`src/rtl/mem_arb_pkg.sv`:
```
// Shared types and size helpers for the two-port line-fill/writeback memory arbiter.
package mem_arb_pkg;

    typedef enum logic [1:0] {
        ST_IDLE = 2'd0,
        ST_XFER = 2'd1,
        ST_DONE = 2'd2
    } state_e;

    typedef enum logic {
        OWN_I = 1'b0,
        OWN_D = 1'b1
    } owner_e;

    localparam int DEFAULT_LINE_SIZE = 64;

    function automatic int line_words(input int lineSize);
        return lineSize / 4;
    endfunction

    // A single-word line still needs a 1-bit beat counter to stay legal.
    function automatic int beat_width(input int lineSize);
        return (lineSize / 4 > 1) ? $clog2(lineSize / 4) : 1;
    endfunction

endpackage

```
`src/rtl/mem_arb_rr.sv`:
```
// Two-way round-robin picker: on a tie the side that was not served last wins.
module mem_arb_rr
    import mem_arb_pkg::*;
(
    input  logic       i_req_i,
    input  logic       d_req_i,
    input  owner_e     last_owner_i,
    output logic [1:0] gnt_o
);

    // gnt_o[0] grants the instruction side, gnt_o[1] the data side.
    always_comb begin
        gnt_o = 2'b00;
        if (i_req_i && d_req_i) begin
            if (last_owner_i == OWN_D) begin
                gnt_o = 2'b01;
            end else begin
                gnt_o = 2'b10;
            end
        end else if (i_req_i) begin
            gnt_o = 2'b01;
        end else if (d_req_i) begin
            gnt_o = 2'b10;
        end
    end

endmodule

```
`src/rtl/mem_arbiter.sv`:
```
// Arbitrates instruction and data line bursts onto one word-wide memory port,
// one owner per burst, with a one-cycle DONE gap between bursts.
module mem_arbiter
    import mem_arb_pkg::*;
#(
    parameter int LINE_SIZE = DEFAULT_LINE_SIZE
) (
    input  logic        clk,
    input  logic        rst_n,
    input  logic        i_req_i,
    input  logic [31:0] i_addr_i,
    output logic        i_gnt_o,
    output logic        i_rvalid_o,
    output logic        i_done_o,
    output logic [31:0] i_rdata_o,
    input  logic        d_req_i,
    input  logic        d_we_i,
    input  logic [31:0] d_addr_i,
    input  logic [31:0] d_wdata_i,
    output logic        d_gnt_o,
    output logic        d_rvalid_o,
    output logic        d_wnext_o,
    output logic        d_done_o,
    output logic [31:0] d_rdata_o,
    output logic        mem_req_o,
    output logic        mem_we_o,
    output logic [31:0] mem_addr_o,
    output logic [31:0] mem_wdata_o,
    input  logic        mem_ack_i,
    input  logic [31:0] mem_rdata_i
);

    localparam int                LINE_WORDS = line_words(LINE_SIZE);
    localparam int                BEAT_W     = beat_width(LINE_SIZE);
    localparam logic [BEAT_W-1:0] LAST_BEAT  = BEAT_W'(LINE_WORDS - 1);
    localparam logic [31:0]       LINE_MASK  = ~(32'(LINE_SIZE) - 32'd1);

    state_e             state_q, state_d;
    owner_e             owner_q, owner_d;
    owner_e             lastOwner_q, lastOwner_d;
    logic               we_q, we_d;
    logic [31:0]        base_q, base_d;
    logic [BEAT_W-1:0]  beat_q, beat_d;
    logic [1:0]         gnt;
    logic               inIdle, inXfer, readBeat, writeBeat;

    mem_arb_rr u_rr (
        .i_req_i      (i_req_i),
        .d_req_i      (d_req_i),
        .last_owner_i (lastOwner_q),
        .gnt_o        (gnt)
    );

    always_ff @(posedge clk) begin
        if (!rst_n) begin
            state_q     <= ST_IDLE;
            owner_q     <= OWN_I;
            lastOwner_q <= OWN_I;
            we_q        <= 1'b0;
            base_q      <= 32'd0;
            beat_q      <= '0;
        end else begin
            state_q     <= state_d;
            owner_q     <= owner_d;
            lastOwner_q <= lastOwner_d;
            we_q        <= we_d;
            base_q      <= base_d;
            beat_q      <= beat_d;
        end
    end

    always_comb begin
        state_d     = state_q;
        owner_d     = owner_q;
        lastOwner_d = lastOwner_q;
        we_d        = we_q;
        base_d      = base_q;
        beat_d      = beat_q;
        case (state_q)
            ST_IDLE: begin
                if (gnt != 2'b00) begin
                    owner_d = gnt[1] ? OWN_D : OWN_I;
                    base_d  = (gnt[1] ? d_addr_i : i_addr_i) & LINE_MASK;
                    we_d    = gnt[1] & d_we_i;
                    beat_d  = '0;
                    state_d = ST_XFER;
                end
            end
            ST_XFER: begin
                if (mem_ack_i) begin
                    if (beat_q == LAST_BEAT) begin
                        beat_d  = '0;
                        state_d = ST_DONE;
                    end else begin
                        beat_d = beat_q + BEAT_W'(1);
                    end
                end
            end
            ST_DONE: begin
                lastOwner_d = owner_q;
                state_d     = ST_IDLE;
            end
            default: state_d = ST_IDLE;
        endcase
    end

    // Grants are masked while reset is held so nothing pulses during reset.
    always_comb begin
        inIdle    = (state_q == ST_IDLE);
        inXfer    = (state_q == ST_XFER);
        readBeat  = inXfer && !we_q;
        writeBeat = inXfer && we_q;

        i_gnt_o     = rst_n && inIdle && gnt[0];
        d_gnt_o     = rst_n && inIdle && gnt[1];
        mem_req_o   = inXfer;
        mem_we_o    = writeBeat;
        mem_addr_o  = inXfer ? (base_q + (32'(beat_q) << 2)) : 32'd0;
        mem_wdata_o = writeBeat ? d_wdata_i : 32'd0;

        i_rvalid_o  = readBeat && (owner_q == OWN_I) && mem_ack_i;
        d_rvalid_o  = readBeat && (owner_q == OWN_D) && mem_ack_i;
        i_rdata_o   = (readBeat && (owner_q == OWN_I)) ? mem_rdata_i : 32'd0;
        d_rdata_o   = (readBeat && (owner_q == OWN_D)) ? mem_rdata_i : 32'd0;
        d_wnext_o   = writeBeat && mem_ack_i;

        i_done_o    = (state_q == ST_DONE) && (owner_q == OWN_I);
        d_done_o    = (state_q == ST_DONE) && (owner_q == OWN_D);
    end

endmodule

```
`config.mk`:
```
export PLATFORM = sky130hd
export DESIGN_NAME = mem_arbiter
export DESIGN_NICKNAME = d
export VERILOG_FILES = /design/src/rtl/mem_arb_pkg.sv /design/src/rtl/mem_arb_rr.sv /design/src/rtl/mem_arbiter.sv
export SDC_FILE = /design/constraint.sdc
export NUM_CORES = 1
export LEC_CHECK = 0
export ABC_AREA = 0
export CAP_MARGIN = 20
export CORE_AREA = 4 4 102 104
export CTS_BUF_LIST = sky130_fd_sc_hd__clkbuf_4
export DETAILED_ROUTE_END_ITERATION = 6
export DIE_AREA = 0 0 106 108
export PLACE_DENSITY = 0.88
export SKIP_LAST_GASP = 1
export SYNTH_ARGS = -nofsm -noshare
export SYNTH_HDL_FRONTEND = slang
export SYNTH_SLANG_ARGS = --single-unit
```
`constraint.sdc`:
```
create_clock -name clk -period 1.8 [get_ports clk]
set_input_delay 0.27 -clock clk [delete_from_list [all_inputs] [get_ports clk]]
set_output_delay 0.27 -clock clk [all_outputs]
set_load 0.01 [all_outputs]
```
---- Word level (Yosys, flattened, before mapping) ----
Index checks and enable logic that the tools add are counted.
W data, S select, Z words.
operators by class
  $add $sub $neg .......................... 2
  equality and inequality tests ........... 6
  multiplexer cells ....................... 18
  bitwise logic cells ..................... 2
  reduce and logical (&&, ||, !) cells .... 20
operators with widths
  kind                   number
  $mux W32               5
  $add A32 B6 Y32        1
  $mux W2                7
  $logic_and A1 B1 Y1    13
  $mux W4                3
  $pmux W4 S2            1
  $ne A2 B1 Y1 const B   3
  $reduce_and A3 Y1      2
  $add A4 B1 Y4 const B  1
  $eq A4 B4 Y1 const B   1
  $pmux W2 S2            1
  $reduce_bool A2 Y1     2
  $eq A2 B1 Y1 const B   1
  $eq A2 B2 Y1 const B   1
  $logic_not A2 Y1       1
  $reduce_and A2 Y1      1
  $and A1 B1 Y1          1
  $logic_not A1 Y1       1
  $mux W1                1
  $not A1 Y1             1
word-level totals
  register bits ........................... 35
  input port bits ......................... 134
  output and inout port bits .............. 137
  logic and storage cells ................. 54

---- Logic depth before layout (Yosys ltp) ----
  depth in word-level cells ............... 6
  depth in mapped cells ................... 6
  mapped depth without buffers ............ 4

---- By module ----
Synthesis repeated with hierarchy kept, for this count alone.
second synthesis, totals
  cell total of the unflattened synthesis .. 329
  area, all modules ....................... 2696.3 um^2
by module, submodules not included
  module       times used  cells each  area an instance (um^2)  sequential area each (um^2)
  mem_arbiter  1           326         2677.6                   700.7
  mem_arb_rr   1           3           18.8                     0.0

---- Worst setup path before layout ----
No wires, ideal clock.
  kind .................................... flip-flop to output port
  start point ............................. reg state_q[1]
  end point ............................... out i_rdata_o[10]
  data arrival time ....................... 1.162 ns
  required time ........................... 1.530 ns
  slack ................................... 0.368 ns
  cell stages (with the launch flop) ...... 5
  cells stage by stage .................... dfxtp_1 > nor2b_4 > nor3b_2 > clkbuf_1 > and2_1
between the ends
  longest elaborated chain between the ends .. 4
ends and longest elaborated chain
  what                    RTL line            RTL
  start, declared         mem_arbiter.sv:38   state_e state_q, state_d;
  start signal, assigned  mem_arbiter.sv:63   state_q <= state_d;
  $eq A2 B1 Y1            mem_arbiter.sv:110  inXfer = (state_q == ST_XFER);
  $logic_and A1 B1 Y1     mem_arbiter.sv:111  readBeat = inXfer && !we_q;
  $logic_and A1 B1 Y1     mem_arbiter.sv:123  i_rdata_o = (readBeat && (owner_q == OWN_I)) ? mem_rdata_i : 32'd0;
  $mux W32                mem_arbiter.sv:123
  end, declared           mem_arbiter.sv:15   output logic [31:0] i_rdata_o,
Every way passes these cells.

---- Worst setup path in the final report ----
  start point ............................. reg state_q[0]
  end point ............................... out d_rdata_o[30]
between the ends
  longest elaborated chain between the ends .. 4
ends and longest elaborated chain
  what                 RTL line            RTL
  $eq A2 B1 Y1         mem_arbiter.sv:110
  $logic_and A1 B1 Y1  mem_arbiter.sv:111
  $logic_and A1 B1 Y1  mem_arbiter.sv:124  d_rdata_o = (readBeat && (owner_q == OWN_D)) ? mem_rdata_i : 32'd0;
  $mux W32             mem_arbiter.sv:124
  end, declared        mem_arbiter.sv:24   output logic [31:0] d_rdata_o,
Every way passes these cells.

==> impl_metrics.csv <==
group,metric,value,unit
finish,drive_above_1_share,43.45,%
setup_path,end_kind,"primary output",
routing,dr_total_vias,3592,
clock_network,clock_sinks,35,
clock_network,cts_max_path_buffers,2,
sta,post-route-period-util,110.8,%
routing,drc_errors,0,
clock_network,numCtsBuffers,5,
setup_path,r2r_slack,0.22,ns
finish,multi_input_area,0.002003,mm²
min_path,hold_start,"d_we_i",
setup_path,r2r-end,"base_q[25]",
grt,grtUsageMet2,40.26,%
finish,area_growth,108.1,%
flow_run,maxCapViolCount,0,
logic_synthesis,ys.flop_type,"dfxtp_1",
placement,placed_cells,707,
min_path,holdPathStages,3,
floorplan,die_w,106,µm
logic_synthesis,synth_area_per_cell,8.277,µm²
setup_path,worst-path-max-fanout,9,
logic_synthesis,muxShareOfSynthArea,9.528,%
sta,rsz0062_at_grt,"true",
sta,finClkSkew,0.01546,ns
sta,tightest_slew,0.5455,ns
grt,grt_pass1_wl,21000,µm
logic_synthesis,synth_fa_ha_area_share,0.4581,%
clock_network,h-tree-depth,2,
logic_synthesis,synth_top_family_by_area,"simple AND/OR/NAND/NOR gates",
clock_network,clk_pin_slew,0.11,ns
routing,drt_iter0_drc,185,
logic_synthesis,synth_edf_count,0,
routing,ant_nets,0,
finish,layout_commonest_cell,"clkdlybuf4s50_1",
logic_synthesis,synth_xor_area_share,0,%
logic_synthesis,synth_seq_area_share,25.65,%
pwr,p_leak,2.729,nW
logic_synthesis,synth-simple-area-share,37.79,%
grt,grtUsageMet1,29.95,%
setup_path,startpoint_type,"register",
logic_synthesis,synthDistinctLibCells,39,
placement,io_buffer_count,256,
finish,final_cell_mix,"121 x clkdlybuf4s50_1, 63 x buf_2, 57 x and2_1, 57 x buf_6, 41 x and2_4",
floorplan,initial_core_util,28.60,%
grt,grt_max_degree,35,
min_path,min_path_type,"in -> reg",
routing,drt-total-wl,14610,µm
routing,detail_route.wl_per_cell,19.82,µm
placement,dp_hpwl,10730,µm
pwr,powerDensity,444.4,mW/mm²
finish,nets,737,
setup_path,cp.required,1.53,ns
logic_synthesis,yosys_warnings,0,
grt,grt_pass1_vias,3676,
floorplan,rows,36,
floorplan,dieArea,0.01145,mm²
grt,busiest_layer,"met2",
floorplan,ios,271,
sta,hold_violations,0,
finish,instances_no_fill,737,
outcome,violations,"negative setup slack",
logic_synthesis,synth_compound_area_share,18.92,%
setup_path,critical_path_class,"reg -> out",
sta,fmax,501.5,MHz
routing,dr.pass1.iters,4,
clock_network,root_buffer,"clkbuf_4",
sta,fin_crit,1.994,ns
finish,final_util,59.51,%
clock_network,cts_tree,"yes",
sta,finalSetupViolCount,82,
sta,fin_ws,-0.1942,ns
logic_synthesis,synth_seq_cells,35,
logic_synthesis,synthesis.area,0.002731,mm²
finish,fillers,836,
pwr,irDropWorstVdd,0.3555,mV
floorplan,die-height,108,µm
sta,fin_setup_tns,-9.992,ns
logic_synthesis,async_flop_share,0,%
sta,slew_violations,0,
setup_path,timing.rr.start,"state_q[0]",
logic_synthesis,netlist_instances,330,
grt,overflow,0,
routing,via_per_inst,4.874,
min_path,whs_endpoint,"we_q",
clock_network,clkLatencyLatePin,0.33,ns
floorplan,core,0.009549,mm²
grt,antenna_found_initial,1,
placement,gp_congestion,0.8666,
setup_path,reg2reg_depth,5,
clock_network,ctsHoldBuffers,0,
sta,relSlewSlack,63.50,%
setup_path,crit_arrival,1.72,ns
grt,track_usage,23.63,%
finish,area.sequential,704.4,µm²
grt,use_met3,5.254,%
outcome,status,"finished with violations",
[stage by stage]
stage	worst slack (ns)	cell area, µm²	power (W)	hold WS (ns)
floorplan	0.3677	2735	0.001342	0.3838
global placement	-0.2103	5473	0.001939	0.4873
detailed placement	-0.2462	5473	0.001967	0.5099
CTS	-0.2099	5503	0.002488	0.4800
global route	-0.2798	5683	0.002657	0.5009
finish	-0.1942	5683	0.002526	0.4832
[power breakdown]
part           total [W]  internal [W]  switching (W)
registers       0.000876      0.000842      0.0000343
logic            0.00121      0.000695       0.000512
clock network   0.000442      0.000183       0.000260
[synthesized netlist by cell type (2+ instances only)]
| library cell | number | area [µm²] |
|---|---|---|
| and3_1 | 33 | 206.5 |
| and2_1 | 98 | 613.1 |
| nand3_1 | 3 | 15.01 |
| mux2i_1 | 26 | 260.3 |
| buf_4 | 6 | 45.04 |
| o21ai_0 | 2 | 10.01 |
| dfxtp_1 | 35 | 700.7 |
| and3b_1 | 2 | 17.52 |
| clkbuf_1 | 20 | 75.07 |
| o31ai_1 | 3 | 22.52 |
| nor2b_1 | 3 | 18.77 |
| nand4b_1 | 3 | 26.28 |
| nand4_1 | 2 | 12.51 |
| a211oi_1 | 8 | 60.06 |
| nor2_1 | 6 | 22.52 |
| a21oi_1 | 31 | 155.2 |
| nand2_1 | 3 | 11.26 |
| a211oi_2 | 18 | 225.2 |
| nor3_1 | 2 | 10.01 |
| buf_12 | 2 | 40.04 |
| buf_2 | 6 | 30.03 |
[worst max path at each step]
stage                    start       endpoint  slack [ns]  cells past startpoint
CTS                 state_q[0]   i_rdata_o[3]       -0.21                      8
global route        state_q[0]  d_rdata_o[30]       -0.28                      7
floorplan           state_q[1]  i_rdata_o[10]        0.37                      4
global placement       d_req_i        d_gnt_o       -0.21                      5
finish              state_q[0]  d_rdata_o[30]       -0.19                      7
detailed placement     i_req_i     base_q[25]       -0.25                      5
[flip-flops by register name (all words and copies together) (netlist names)]
signal,count
base_q,26
beat_q,4
state_q,2
lastOwner_q,1
owner_q,1
we_q,1
[layout make-up]
| type | count | area share [%] |
|---|---|---|
| repair buffers | 298 | 48.30 |
| well taps | 133 | 2.928 |
| multi-input cells | 261 | 35.25 |
| clock buffers | 7 | 0.9247 |
| clock inverters | 1 | 0.08807 |
| flip-flops and latches | 35 | 12.40 |
| inverters | 1 | 0.06605 |
| diodes | 1 | 0.04403 |
[critical path, cell delays in order, from the launching register on]
cell	delay, ns
dfxtp_2	0.34
nor2b_4	0.12
buf_6	0.12
and3b_2	0.24
buf_6	0.14
buf_12	0.13
and2_1	0.16
buf_2	0.14
[per-layer routing]
metal | vias up | part of all wire [%] | routed length (µm)
li1 | 1698 | - | -
met3 | 33 | 7.2 | 1050
met5 | - | 0 | 0
met2 | 215 | 48 | 6944
met4 | 0 | 3.3 | 479
met1 | 1646 | 42 | 6132
[timing repair]
action                                 in CTS  in global routing
setup endpoints to repair                 161                127
buffers inserted                           15                  5
cloned                                      6                  2
gates resized for setup                   518                122
pin swaps                                  14                 14
endpoints found under the hold margin       0                  0
[cell families after synthesis]
group,after synthesis
AND/OR/NAND/NOR,164
AO/OA/AOI/OAI,67
buffers and inverters,36
flip-flops,35
multiplexers,26
adder cells (fa/ha/maj),1
other,1
(Power assumes the default switching activity.)
